--- config.mk ---
export PLATFORM = sky130hd
export DESIGN_NAME = bus_master_if
export DESIGN_NICKNAME = d
export VERILOG_FILES = /design/src/rtl/bus_master_if.sv
export SDC_FILE = /design/constraint.sdc
export NUM_CORES = 1
export LEC_CHECK = 0
export CORE_MARGIN = 1.5
export CORE_UTILIZATION = 40
export DETAILED_ROUTE_END_ITERATION = 7
export PLACE_DENSITY = 0.79
export SLEW_MARGIN = 0
export SYNTH_ARGS = -nofsm -noshare
export SYNTH_HDL_FRONTEND = slang
export SYNTH_SLANG_ARGS = --single-unit
--- constraint.sdc ---
create_clock -name clk -period 2.2 [get_ports clk]
set_input_delay 0.55 -clock clk [delete_from_list [all_inputs] [get_ports clk]]
set_output_delay 0.55 -clock clk [all_outputs]
set_load 0.01 [all_outputs]
--- src/rtl/bus_master_if.sv ---
// -----------------------------------------------------------------------------
// bus_master_if
//
// Master-side bus interface. It sits between one bus master (CPU stage, DMA)
// and the bus arbiter, and turns a single-word client read or write into the
// shared-bus handshake:
//   1. Raise the arbitration request.
//   2. Wait for the grant.
//   3. Pulse the address strobe for one cycle.
//   4. Wait for slave ready, capture read data, and release the bus.
// A programmable timeout aborts accesses to slaves that never answer.
//
// Parameters
//   ADDR_W   word-address width
//   DATA_W   data width
//   TIMEOUT  max ACCESS cycles without bm_rdy_ before abort (0 = never abort)
//
// Ports (all outputs are registered)
//   clk, reset    clock; synchronous active-high reset
//   cl_req        client request, only looked at while idle
//   cl_rw         1 = read, 0 = write
//   cl_addr       word address
//   cl_wr_data    write data
//   cl_rd_data    last successfully read word
//   cl_busy       high while an access is in flight
//   cl_done       one-cycle pulse when an access finishes
//   cl_err        one-cycle pulse together with cl_done on timeout
//   bm_req_       bus request to the arbiter (active-low)
//   bm_grnt_      bus grant from the arbiter (active-low)
//   bm_as_        address strobe (active-low)
//   bm_rw         bus direction, 1 = read
//   bm_addr       bus address
//   bm_wr_data    bus write data
//   bm_rd_data    bus read data
//   bm_rdy_       slave ready (active-low)
// -----------------------------------------------------------------------------
module bus_master_if #(
  parameter int ADDR_W  = 30,
  parameter int DATA_W  = 32,
  parameter int TIMEOUT = 255
) (
  input  logic              clk,
  input  logic              reset,
  // client side
  input  logic              cl_req,
  input  logic              cl_rw,
  input  logic [ADDR_W-1:0] cl_addr,
  input  logic [DATA_W-1:0] cl_wr_data,
  output logic [DATA_W-1:0] cl_rd_data,
  output logic              cl_busy,
  output logic              cl_done,
  output logic              cl_err,
  // bus side
  output logic              bm_req_,
  input  logic              bm_grnt_,
  output logic              bm_as_,
  output logic              bm_rw,
  output logic [ADDR_W-1:0] bm_addr,
  output logic [DATA_W-1:0] bm_wr_data,
  input  logic [DATA_W-1:0] bm_rd_data,
  input  logic              bm_rdy_
);

  // A zero TIMEOUT still needs a 1-bit counter so the declaration stays legal.
  localparam int CNT_W = (TIMEOUT > 0) ? $clog2(TIMEOUT + 1) : 1;
  localparam logic [CNT_W-1:0] CNT_LAST = CNT_W'(TIMEOUT - 1);
  localparam logic [CNT_W-1:0] CNT_ONE  = CNT_W'(1);

  typedef enum logic [1:0] {
    S_IDLE   = 2'd0,
    S_REQ    = 2'd1,
    S_ACCESS = 2'd2
  } state_t;

  state_t            r_state;
  logic [CNT_W-1:0]  r_cnt;
  logic              r_req_n;
  logic              r_as_n;
  logic              r_rw;
  logic [ADDR_W-1:0] r_addr;
  logic [DATA_W-1:0] r_wr_data;
  logic [DATA_W-1:0] r_rd_data;
  logic              r_busy;
  logic              r_done;
  logic              r_err;

  // The counter holds (ACCESS cycle - 1). The abort is therefore decided in
  // ACCESS cycle TIMEOUT and becomes visible on the following cycle.
  logic w_timeout;
  assign w_timeout = (TIMEOUT != 0) && (r_cnt == CNT_LAST);

  // NOTE: all state updates use non-blocking assignments. Every register then
  // sees the pre-edge values of the others, which matches flop behaviour.
  always_ff @(posedge clk) begin
    // NOTE: the reset is synchronous, so it is sampled like any other input.
    // That is why it does not appear in the sensitivity list.
    if (reset) begin
      r_state   <= S_IDLE;
      r_cnt     <= '0;
      r_req_n   <= 1'b1;
      r_as_n    <= 1'b1;
      r_rw      <= 1'b1;
      r_addr    <= '0;
      r_wr_data <= '0;
      r_rd_data <= '0;
      r_busy    <= 1'b0;
      r_done    <= 1'b0;
      r_err     <= 1'b0;
    end else begin
      // completion flags are single-cycle pulses
      r_done <= 1'b0;
      r_err  <= 1'b0;

      case (r_state)
        S_IDLE: begin
          if (cl_req) begin
            // The latched request stays on the bus until the access ends.
            r_rw      <= cl_rw;
            r_addr    <= cl_addr;
            r_wr_data <= cl_wr_data;
            r_req_n   <= 1'b0;
            r_busy    <= 1'b1;
            r_state   <= S_REQ;
          end
        end

        S_REQ: begin
          if (!bm_grnt_) begin
            r_as_n  <= 1'b0;
            r_cnt   <= '0;
            r_state <= S_ACCESS;
          end
        end

        S_ACCESS: begin
          r_as_n <= 1'b1;
          if (!bm_rdy_) begin
            if (r_rw) begin
              r_rd_data <= bm_rd_data;
            end
            r_req_n <= 1'b1;
            r_busy  <= 1'b0;
            r_done  <= 1'b1;
            r_state <= S_IDLE;
          end else if (w_timeout) begin
            r_req_n <= 1'b1;
            r_busy  <= 1'b0;
            r_done  <= 1'b1;
            r_err   <= 1'b1;
            r_state <= S_IDLE;
          end else if (r_cnt != '1) begin
            // Saturate instead of wrapping so a disabled timeout never fires.
            r_cnt <= r_cnt + CNT_ONE;
          end
        end

        default: begin
          r_req_n <= 1'b1;
          r_as_n  <= 1'b1;
          r_busy  <= 1'b0;
          r_state <= S_IDLE;
        end
      endcase
    end
  end

  assign cl_rd_data = r_rd_data;
  assign cl_busy    = r_busy;
  assign cl_done    = r_done;
  assign cl_err     = r_err;
  assign bm_req_    = r_req_n;
  assign bm_as_     = r_as_n;
  assign bm_rw      = r_rw;
  assign bm_addr    = r_addr;
  assign bm_wr_data = r_wr_data;

endmodule

Word-level counts from Yosys, hierarchy flattened
Index checks and enable logic that the tools add are counted.
- register bits after elaboration: 110
- output and inout port bits: 100
- logic and storage cells: 58
- add/subtract/negate cells: 1
- eq/ne operators: 10
- muxes and demuxes: 22
- bitwise gates (word level): 4
- reduce and logical (&&, ||, !) cells: 10
- operators with widths (kind ; number):
    two-way mux 8 bit ; 4
    case mux 8 bit (2 select lines) ; 1
    inequality test 2 bit (second input constant) ; 5
    two-way mux 1 bit ; 9
    AND reduction 3 bit ; 3
    adder 8 x 1 -> 8 bit (second input constant) ; 1
    == test 8 bit (second input constant) ; 1
    two-way mux 2 bit ; 4
    inequality test 8 bit (second input constant) ; 1
    case mux 1 bit (3 select lines) ; 2
    case mux 2 bit (3 select lines) ; 1
    AND reduction 5 bit ; 1
    NOT 1 bit ; 4
    AND reduction 2 bit ; 2
    inequality test 3 bit (second input constant) ; 1
    OR reduction 3 bit ; 1
    == test 2 x 1 -> 1 bit (second input constant) ; 1
    == test 2 bit (second input constant) ; 1
    logical NOT 2 bit ; 1
    case mux 1 bit (2 select lines) ; 1
    nonzero test 2 bit ; 1
    OR reduction 2 bit ; 1

Logic depth before layout (Yosys ltp)
- word-level depth: 5
- depth in mapped cells: 7
- mapped depth without buffers: 6

Worst setup path after synthesis
No wires, ideal clock.
- path type: flip-flop to flip-flop
- start: register r_cnt[0]
- end: register r_cnt[1]
- setup time: 0.121 ns
- arrival time: 1.648 ns
- data required time: 2.079 ns
- setup slack: 0.430 ns
- cell stages (with the launch flop): 6
- path buffers: 0
- clock period less this slack: 1.770 ns
- cell sequence: dfxtp_1 -> ha_1 -> nand3_2 -> a2111oi_4 -> a21oi_4 -> mux2_4
- cells in the longest elaborated chain, start to end: 5
- elaborated cells between the ends (all ways): 10
- ends and longest elaborated chain (what ; line ; RTL):
    start, declared ; 76 ; logic [CNT_W-1:0] r_cnt;
    start signal, assigned ; 153 ; r_cnt <= r_cnt + CNT_ONE;
    adder 8 x 1 -> 8 bit ; 153 ;
    two-way mux 8 bit ; 151 ; end else if (r_cnt != '1) begin
    two-way mux 8 bit ; 145 ; end else if (w_timeout) begin
    two-way mux 8 bit ; 137 ; if (!bm_rdy_) begin
    case mux 8 bit (2 select lines) ; 114 ; case (r_state)
Parallel ways exist; a longest one is shown, timed or not. The select of a mux whose other input is x is not followed.
A chain may end at the register's enable or synchronous reset.

Worst setup path after layout
- start: register r_cnt[0]
- end: register r_cnt[4]
The elaborated chain is that of the path after synthesis.

==> results by group <==
STA
  – Final WS setup: 0.2265 ns
  – FMAX: 506.7 MHz
  – Slew @ Worst Pin: 0.7089 ns
  – Fin. Hold Viols: 0
  – Setup Skew: 0.01353 ns
  – Slew Viols, Final: 0
  – Fin crit period: 1.974 ns
  – Setup-failing EPs final: 0
  – RSZ-0062 raised after global routing: no
  – Setup TNS: 0 ns
  – Hold Slack: 0.4572 ns
  – Final period util: 0.8970
  – Worst slew margin: 0.5274

Clock tree
  – Skew-Pair Late Insertion Delay: 0.35 ns
  – TritonCTS Buffers: 9
  – Hold Buf Count CTS: 0
  – Root Buffer Master: clkbuf_8
  – CTS Buffer Depth: 2
  – # H-tree levels: 3
  – TritonCTS clock tree: built
  – Clock sink count: 110
  – Setup repair bufs after CTS: 0
  – Post-CTS Resized: 0
  – Clock-pin slew on the worst setup and hold paths: 0.10 ns

GRT
  – Initial antenna violation count: 0
  – Met2 Usage GRT: 0.3718
  – Met3 Usage GRT: 0.04449
  – Vias in the first global route: 3842
  – Gr busiest metal: met2
  – All-layer global routing usage: 0.2130
  – Largest net degree at the start of global routing: 70
  – Met1 Resource Use GR: 0.2665
  – First-pass GRT wire length: 19.02 mm
  – Grt ovf: 0

Hold path
  – Worst Hold Class: reg2reg
  – Hold path start: bm_wr_data[11]

Synth
  – Synth Instances: 505
  – Synth warn: 0
  – Post-synthesis cell type count: 45
  – Sequential area share after synthesis: 0.5395
  – Top_reg_cell synth: dfxtp_1
  – Fraction of registers with async set/reset: 0
  – Post-synth EDFFs: 0
  – Syn Nets: 607
  – Synthesized flop and latch total: 110
  – Cell area after synthesis: 4081 sq um
  – Post-synthesis area per instance: 8.082 sq um

Critical path
  – CP Cell Sequence: ha_1 > nand3_2 > a2111oi_4 > a21oi_4 > buf_4 > o2bb2ai_1
  – Arrival time of the worst setup path: 2.21 ns
  – Max FO, Critical Path: 8
  – Worst R2R Start: r_cnt[0]
  – CP Buf/Inv Count: 1
  – CP Capture Type: register
  – Worst setup SP type: register
  – Family with the most delay on the worst path: compound AO/OA/AOI/OAI gates
  – Worst path max stage delay: 0.62 ns
  – Setup CP Type: reg2reg
  – Critical Path Start: r_cnt[0]
  – Slowest CP cell: a2111oi_4
  – Critical Path RT: 2.44 ns

Route
  – DR pass1 iterations: 4
  – Iteration-0 DRC count of the detailed router: 151
  – Final ANT Viol Nets: 0
  – # DRC: 0
  – Via count: 4048
  – Routed len/inst: 14.24 microns
  – WL final: 11.82 mm
  – Vias per cell: 4.877

Floorplan
  – Die height: 104.0 microns
  – Die area: 10820 sq um
  – I/O pins: 200
  – Chip width: 104.0 microns
  – Row count: 36
  – Core area: 9819 sq um
  – Initial Util: 0.4156

Cells and area
  – Synthesis-to-layout area growth: 57.27%
  – Reg area: 2202 sq um
  – Fin util: 0.6537
  – Area of the multi-input gates: 1742 sq um
  – Filler cells: 843
  – Fraction of layout cells with a size suffix above 1: 0.05308
  – N_diodes: 0
  – Nets: 794
  – Most frequent cells in the layout: clkdlybuf4s50_1, nand2_1, dfxtp_1
  – Most common cell after layout, fill and taps aside: clkdlybuf4s50_1

Power and ir drop
  – Max VDD drop: 0.0003915 V
  – PwrDens: 630.1 nW/um^2
  – P_leak: 0.002265 uW

Placement
  – Number of port buffers: 199
  – Pre-CTS WS: 0.008284 ns
  – Final HPWL DP: 8.517 mm
  – RD Place Congestion: 0.8295

Outcome
  – Status: finished, final reports clean

Job
  – Max-cap check violation count: 0
## through the flow
step                power, uW  cell area (sq um)  std cells
finish                   4044               6419        830
global route             4237               6419        830
CTS                      4100               6419        830
detailed placement       2851               6215        814
global placement         2832               6215        814
floorplan                2424               4081        505
## layer usage
metal / vias to the layer above / share of wire
li1: 2031 / -
met1: 1873 / 0.44
met2: 132 / 0.50
met3: 12 / 0.052
met4: 0 / 0.014
met5: - / 0
## power breakdown
| part | switching [uW] | total (uW) | internal, uW | leakage, uW |
|---|---|---|---|---|
| sequential | 48.8 | 2130 | 2080 | 0.000898 |
| clock | 694 | 1240 | 549 | 0.000103 |
| combinational | 288 | 671 | 384 | 0.00126 |
| total | 1030 | 4040 | 3010 | 0.00226 |
## cell type report
| cell class | count | share of cell area |
|---|---|---|
| well taps | 133 | 0.02593 |
| flip-flops and latches | 110 | 0.3431 |
| clock inverters | 6 | 0.01189 |
| multi-input cells | 358 | 0.2713 |
| inverters | 4 | 0.002339 |
| repair buffers | 209 | 0.3255 |
| clock buffers | 10 | 0.01988 |
## worst register-to-register path: stages (launching register included)
cell	delay [ns]
dfxtp_1	0.46
ha_1	0.26
nand3_2	0.16
a2111oi_4	0.62
a21oi_4	0.06
buf_4	0.18
o2bb2ai_1	0.12
## Yosys cell counts, types with 2 or more instances
cell type,number,share of area
buf_2,14,0.017
a211oi_1,4,0.0074
nor2b_1,4,0.0061
a221oi_1,2,0.0043
or3_1,2,0.0031
o2bb2ai_1,2,0.0043
ha_1,2,0.0061
inv_1,3,0.0028
nand4_1,2,0.0031
a2111oi_0,2,0.0043
dfxtp_1,110,0.54
nand3_1,4,0.0049
nand2b_1,7,0.011
nor3_1,2,0.0025
a21oi_1,96,0.12
nor2_1,5,0.0046
nand2_1,197,0.18
clkbuf_1,19,0.017
or2b_1,2,0.0037
## cell families (layout without fill, tap and decap cells)
kind of cell / Yosys count / count (layout) / share of synthesized area
buffers and inverters: 37 / 229 / 0.03832
and+or+nand+nor: 236 / 236 / 0.2419
muxes: 2 / 2 / 0.006130
DFF: 110 / 110 / 0.5395
adders and majority gates: 2 / 2 / 0.006130
AOI/OAI and AO/OA: 118 / 118 / 0.1680
## worst paths after layout
| path | cells after the start | to | slack (ns) |
|---|---|---|---|
| hold reg to reg | 2 | bm_wr_data[11] | 0.46 |
| setup reg to reg | 6 | r_cnt[4] | 0.23 |
| hold / removal | 2 | bm_wr_data[11] | 0.46 |
| setup / recovery | 6 | r_cnt[4] | 0.23 |
## sequential cells by signal (all words and copies together) (netlist names)
| name | flops |
|---|---|
| bm_addr | 30 |
| cl_rd_data | 32 |
| r_cnt | 8 |
| bm_as_ | 1 |
| cl_done | 1 |
| bm_wr_data | 32 |
| r_state | 2 |
| cl_busy | 1 |
| bm_rw | 1 |
| cl_err | 1 |
| bm_req_ | 1 |
No activity file was read; power rests on OpenSTA's default activity.
